$ cat src/rtl/dmem_arbiter.sv
// dmem_arbiter
//   Two-port (core / debug) arbiter in front of a single-port 64-bit data
//   memory. Grants are combinational from the requests and a round-robin
//   last-granted pointer. A granted access drives the memory in the same
//   cycle. Its response (done, plus rdata for loads) appears exactly one
//   cycle later. A new grant can be issued in the same cycle a response is
//   delivered, so the arbiter sustains one access per cycle.
//
// Optional feature (macro DMEM_ARB_ALIGN_CHECK_EN):
//   When defined, an address with addr[2:0] != 0 is misaligned. Such an
//   access is still granted and completed, but it never reaches the memory.
//   The port's err bit is set with done, and rdata is 0.
//   When undefined, addr[2:0] is ignored and err is tied to 2'b00.
//
// Ports
//   clk, rst                   clock, async active-high reset
//   core_req/we/addr/wdata     core request (held until granted)
//   core_gnt, core_done        accepted this cycle / completed this cycle
//   core_rdata                 load data, valid with core_done
//   dbg_*                      same set for the debug/loader port
//   err[1:0]                   misaligned flag per port ([0] core, [1] dbg)
//   mem_en/we/addr/wdata       memory strobe, write enable, word index, data
//   mem_rdata                  memory read data, one cycle after read strobe
//   conflict_cnt               saturating count of cycles with both req high
//
// State | meaning
// IDLE     | no response owed this cycle
// RSP_CORE | core access granted last cycle, core_done asserted now
// RSP_DBG  | debug access granted last cycle, dbg_done asserted now
module dmem_arbiter #(
    parameter int ADDR_W = 11
) (
    input  logic              clk,
    input  logic              rst,
    input  logic              core_req,
    input  logic              core_we,
    input  logic [ADDR_W-1:0] core_addr,
    input  logic [63:0]       core_wdata,
    output logic              core_gnt,
    output logic              core_done,
    output logic [63:0]       core_rdata,
    input  logic              dbg_req,
    input  logic              dbg_we,
    input  logic [ADDR_W-1:0] dbg_addr,
    input  logic [63:0]       dbg_wdata,
    output logic              dbg_gnt,
    output logic              dbg_done,
    output logic [63:0]       dbg_rdata,
    output logic [1:0]        err,
    output logic              mem_en,
    output logic              mem_we,
    output logic [ADDR_W-4:0] mem_addr,
    output logic [63:0]       mem_wdata,
    input  logic [63:0]       mem_rdata,
    output logic [15:0]       conflict_cnt
);

    typedef enum logic [1:0] {
        IDLE     = 2'd0,
        RSP_CORE = 2'd1,
        RSP_DBG  = 2'd2
    } state_t;

    state_t state;
    logic   last_dbg;   // 1: debug was granted most recently
    logic   rsp_load;   // response being delivered belongs to a load
    logic   core_mis;
    logic   dbg_mis;

`ifdef DMEM_ARB_ALIGN_CHECK_EN
    logic rsp_err;
    assign core_mis = (core_addr[2:0] != 3'b000);
    assign dbg_mis  = (dbg_addr[2:0] != 3'b000);
`else
    logic unused_low_addr;
    assign core_mis        = 1'b0;
    assign dbg_mis         = 1'b0;
    assign unused_low_addr = ^{core_addr[2:0], dbg_addr[2:0]};
`endif

    // On a tie the port that did not win last time is served.
    // Reset masks the grants so nothing is accepted while rst is high.
    always_comb begin
        core_gnt = 1'b0;
        dbg_gnt  = 1'b0;
        if (!rst) begin
            core_gnt = core_req & (~dbg_req | last_dbg);
            dbg_gnt  = dbg_req & (~core_req | ~last_dbg);
        end
    end

    // Misaligned grants keep the memory bus idle.
    always_comb begin
        mem_en    = 1'b0;
        mem_we    = 1'b0;
        mem_addr  = '0;
        mem_wdata = '0;
        if (core_gnt && !core_mis) begin
            mem_en    = 1'b1;
            mem_we    = core_we;
            mem_addr  = core_addr[ADDR_W-1:3];
            mem_wdata = core_wdata;
        end else if (dbg_gnt && !dbg_mis) begin
            mem_en    = 1'b1;
            mem_we    = dbg_we;
            mem_addr  = dbg_addr[ADDR_W-1:3];
            mem_wdata = dbg_wdata;
        end
    end

    always_ff @(posedge clk or posedge rst) begin
        if (rst) begin
            state    <= IDLE;
            last_dbg <= 1'b1;
            rsp_load <= 1'b0;
`ifdef DMEM_ARB_ALIGN_CHECK_EN
            rsp_err  <= 1'b0;
`endif
        end else begin
            if (core_gnt) begin
                state    <= RSP_CORE;
                last_dbg <= 1'b0;
                rsp_load <= ~core_we;
`ifdef DMEM_ARB_ALIGN_CHECK_EN
                rsp_err  <= core_mis;
`endif
            end else if (dbg_gnt) begin
                state    <= RSP_DBG;
                last_dbg <= 1'b1;
                rsp_load <= ~dbg_we;
`ifdef DMEM_ARB_ALIGN_CHECK_EN
                rsp_err  <= dbg_mis;
`endif
            end else begin
                state    <= IDLE;
                rsp_load <= 1'b0;
`ifdef DMEM_ARB_ALIGN_CHECK_EN
                rsp_err  <= 1'b0;
`endif
            end
        end
    end

    always_ff @(posedge clk or posedge rst) begin
        if (rst) begin
            conflict_cnt <= '0;
        end else if (core_req && dbg_req && (conflict_cnt != 16'hFFFF)) begin
            conflict_cnt <= conflict_cnt + 16'd1;
        end
    end

    assign core_done = (state == RSP_CORE);
    assign dbg_done  = (state == RSP_DBG);

`ifdef DMEM_ARB_ALIGN_CHECK_EN
    assign core_rdata = (core_done && rsp_load && !rsp_err) ? mem_rdata : 64'd0;
    assign dbg_rdata  = (dbg_done && rsp_load && !rsp_err) ? mem_rdata : 64'd0;
    assign err        = {dbg_done & rsp_err, core_done & rsp_err};
`else
    assign core_rdata = (core_done && rsp_load) ? mem_rdata : 64'd0;
    assign dbg_rdata  = (dbg_done && rsp_load) ? mem_rdata : 64'd0;
    assign err        = 2'b00;
`endif

endmodule
$ cat config.mk
export PLATFORM = sky130hd
export DESIGN_NAME = dmem_arbiter
export DESIGN_NICKNAME = d
export VERILOG_FILES = /design/src/rtl/dmem_arbiter.sv
export SDC_FILE = /design/constraint.sdc
export NUM_CORES = 1
export LEC_CHECK = 0
export CAP_MARGIN = 40
export CORE_AREA = 2 2 172 174
export CTS_BUF_LIST = sky130_fd_sc_hd__clkbuf_4 sky130_fd_sc_hd__clkbuf_8
export DETAILED_ROUTE_END_ITERATION = 12
export DIE_AREA = 0 0 174 176
export HOLD_SLACK_MARGIN = 0.08
export PLACE_DENSITY = 0.4
export SLEW_MARGIN = 25
export SYNTH_ARGS = -nofsm -noshare
export SYNTH_HDL_FRONTEND = slang
export SYNTH_SLANG_ARGS = --single-unit
$ cat constraint.sdc
create_clock -name clk -period 3.9 [get_ports clk]
set_input_delay 0.39 -clock clk [delete_from_list [all_inputs] [get_ports clk]]
set_output_delay 0.39 -clock clk [all_outputs]
set_load 0.02 [all_outputs]
Yosys cells after proc, flatten, opt, wreduce, memory -nomap -nowiden
Index checks and enable logic that the tools add are counted.
Widths: inputs -> output; s select.
- register bits after elaboration: 20
- bits of input ports: 220
- output and inout bits: 224
- word-level logic and storage cells: 40
- $add $sub $neg: 1
- equality and inequality tests: 3
- multiplexer cells: 18
- bitwise logic cells: 9
- reductions and logical operators: 5
- operators with widths (kind ; number):
    $mux 64 ; 4
    $add 16x1->16 const B ; 1
    $mux 8 ; 2
    $ne 16x16->1 const B ; 1
    $mux 1 ; 10
    $not 1->1 ; 5
    $logic_and 1x1->1 ; 4
    $mux 2 ; 2
    $and 1x1->1 ; 2
    $eq 2x1->1 const B ; 1
    $eq 2x2->1 const B ; 1
    $or 1x1->1 ; 2
    $reduce_bool 2->1 ; 1

Logic depth before layout (Yosys ltp)
- depth in word-level cells: 6
- depth in mapped cells: 6
- gate-level depth less buffers: 5

Worst setup path after synthesis
OpenSTA, ideal clock, no wires.
- kind: input-to-output
- from: input rst
- to: output mem_addr[1]
- arrival time: 1795 ps
- data required time: 3510 ps
- path slack: 1715 ps
- stages: 6
- path buffers: 2
- cells stage by stage: inv_1 -> nand3_1 -> inv_1 -> buf_2 -> buf_2 -> a22o_1
- word-level cells in the longest chain between the ends: 3
- elaborated cells between the ends (all ways): 4
- those cells by class: 4 x mux
- ends and longest elaborated chain (item ; RTL line ; text):
    from (decl) ; 34 ; input logic rst,
    $mux 1 ; 86 ; if (!rst) begin
    $mux 8 ; 103 ; end else if (dbg_gnt && !dbg_mis) begin
    $mux 8 * ; 98 ; if (core_gnt && !core_mis) begin
    to (decl) ; 52 ; output logic [ADDR_W-4:0] mem_addr,
Mark *: on every way between the ends. The rest lies on a longest branch, timed or not.

Final worst setup path
- from: input dbg_req
- to: output mem_wdata[59]
- word-level cells in the longest chain between the ends: 5
- elaborated cells between the ends (all ways): 8
- those cells by class: 4 x mux; 4 x bitwise
- ends and longest elaborated chain (item ; RTL line ; text):
    from (decl) ; 42 ; input logic dbg_req,
    $not 1->1 ; 87 ; core_gnt = core_req & (~dbg_req | last_dbg);
    $or 1x1->1 ; 87 ;
    $and 1x1->1 ; 87 ;
    $mux 1 ; 86 ;
    $mux 64 * ; 98 ;
    to (decl) ; 53 ; output logic [63:0] mem_wdata,
Marked as above.

==> impl_results.md <==
* Status: finished, final reports clean
* Yosys reg bits at 20
* CTS Hold Buffers Added at 0
* CTS HTree Levels at 1
* WL final at 20.1 mm
* Arrival time worst endpoint at 2.77 ns
* DR WL/cell at 17.8 um
* Std-Cell Rows at 62
* Layout cells sized above 1 at 0.0495
* Final hold slack at 0.480 ns
* Clk_lat worst skew at 0.26 ns
* Final hold vios at 0
* N_diodes at 0
* Die Wd at 174 um
* Largest net degree at the start of global routing at 66
* Critical path's top delay family: buffers and inverters
* Worst VDD drop at 0.209 mV
* Crit path max fanout at 43
* Port Buffers at 435
* Sequential area share after synthesis at 0.189
* Power Density at 175 mW/mm^2
* Initial core utilization at 0.0932
* Drt first-iter violations at 186
* Setup bufs post-CTS at 0
* CP cell instances: clkdlybuf4s50_1 > nand2b_1 > nand3_1 > inv_2 > buf_12 > a22o_1 > clkdlybuf4s50_1
* Max-slew violations at 0
* Critical Path Source Type: input pin
* Chip Height at 176 um
* Worst Hold Class: flop to flop
* Vias post-DR at 4336
* Leading area contributor after synthesis: and3_1
* Clock Skews at 0.00743 ns
* Area Overhead vs Synth at 182%
* RSZ-0062 raised after global routing: no
* Synth Cell Area at 0.00266 mm^2
* CP max stage delay at 0.65 ns
* Leakage Power at 0.00323 uW
* Maximum clock insertion buffer count at 2
* ANT nets after route at 0
* Fmax at 317 MHz
* Sink Count at 20
* Period utilisation layout at 0.810
* Gr usage total at 0.121
* Minimum clock period at 3.16 ns
* Synth Instances at 338
* Vias per cell at 3.83
* Crit Path Category: input pin to primary output
* Synth top area cells: and3_1 31%, a22o_1 24%, dfrtp_1 18%
* Final setup viols at 0
* CP required at 3.51 ns
* Share of the synthesized area in the top cell type at 0.308
* I/O pin count at 444
* Clock slew seen by the registers of the worst setup and hold paths at 0.07 ns
* Worst Path Buf+Inv at 4
* Final nets at 970
* GRT Residual Overflow at 0
* Setup_tns at 0 ns
* Least-Margin Pin Slew at 0.612 ns
* Ys Warns at 0
* Post-synth cell types at 33
* First-pass GRT wire length at 28.8 mm
* Vias in the first global route at 4261
* Most frequent cells in the layout: 435 x clkdlybuf4s50_1, 130 x and3_1, 73 x a22o_1
* Fillers at 3133
* Number of remaining DRC errors at 0
* Most common cell after layout, fill and taps aside: clkdlybuf4s50_1
* Cell mode on critical path: clkdlybuf4s50_1
* Die ar. at 0.0306 mm^2
* Core Area at 0.0285 mm^2
* Setup crit end kind: primary output
* Num CTS Buffers at 3
* Total of max-cap violations at 0
* Slowest CP cell: clkdlybuf4s50_1
* Slew headroom at 0.589
* DRT Pass-1 Iters at 4
* Post-synthesis area per instance at 7.87 um^2
* Hpwl dp at 17.0 mm
* CTS resizes at 0
* CTS tree: yes
* Initial antenna violation count at 0
* CTS Root Cell: clkbuf_8
* Final estimated routing congestion in global placement at 0.778
[power breakdown]
part	switching, uW	internal [uW]	total (uW)
clock	71.2	79.6	151
combinational	385	480	865
sequential	58.2	243	301
total	514	802	1320
[tightest hold or removal path, stage by stage (launching register included)]
cell and delay (ns):
dfstp_2 0.38, nand2_1 0.06, nand2_1 0.05
[registers in the layout, indices dropped and copies added, names as in the netlist]
register,count
conflict_cnt,16
last_dbg,1
rsp_load,1
state,2
[synth_stat cells]
cell / instances
and3_1: 131
a22o_1: 73
clkbuf_1: 29
dfrtp_1: 19
buf_2: 15
nand2_1: 12
xnor2_1: 8
nand4_1: 7
xor2_1: 6
nand3_1: 5
inv_1: 3
nor2_1: 3
nor3_1: 3
and4_1: 2
buf_4: 2
nor2b_1: 2
nor4_2: 2
a41oi_4: 1
and3_4: 1
and4_2: 1
and4_4: 1
conb_1: 1
dfstp_2: 1
ha_1: 1
mux2_2: 1
nand2_2: 1
nand2b_1: 1
nand3_4: 1
nand4_2: 1
nor4_1: 1
nor4_4: 1
o21a_1: 1
o22ai_1: 1
[final cells by class]
cell class                      instances  area, um^2  area share
Timing Repair Buffer                  451        4500       0.599
Clock buffer                            4        48.8     0.00650
Sequential cell                        20         503      0.0670
Tap cell                              384         480      0.0640
Inverter                                3        11.3     0.00150
Multi-Input combinational cell        270        1970       0.262
[per-layer routing]
metal	part of all wire	GRT usage	up-vias
met3	0.072	0.0263	6
met2	0.51	0.223	225
met1	0.41	0.150	1988
li1	-	-	2117
met5	0	0	-
met4	0.0064	0.00945	0
[metrics by stage]
stage,util,total power (uW),instance area [um^2],worst slack (ns),instances
2_1_floorplan,-,643,2660,1.71,339
3_3_place_gp,0.261,1180,7440,0.692,1127
3_5_place_dp,0.261,1180,7460,0.750,1128
4_1_cts,0.263,1340,7510,0.734,1132
5_1_grt,0.263,1400,7510,0.635,1132
6_report,0.263,1320,7510,0.743,1132
[logic make-up (layout without fill, tap and decap cells)]
group,count (synthesis),count (layout),share of synthesized area
other,1,2,0.00141
muxes,1,1,0.00423
AOI/OAI and AO/OA,76,76,0.256
adders and majority gates,1,1,0.00470
DFF,20,20,0.189
xor gates and xnor gates,14,14,0.0461
and+or+nand+nor,176,176,0.420
buffers and inverters,49,458,0.0790
[final timing paths]
check | startpoint | to | slack (ns) | cells after the start
setup / recovery | dbg_req | mem_wdata[59] | 0.74 | 7
setup reg to reg | conflict_cnt[0] | conflict_cnt[1] | 2.08 | 4
hold reg to reg | last_dbg | last_dbg | 0.48 | 2
hold / removal | last_dbg | last_dbg | 0.48 | 2
min in group asynchronous | rst | conflict_cnt[14] | 0.51 | 3
max in group asynchronous | rst | last_dbg | 3.12 | 3
Note: power is estimated with default switching activity, not from simulation.
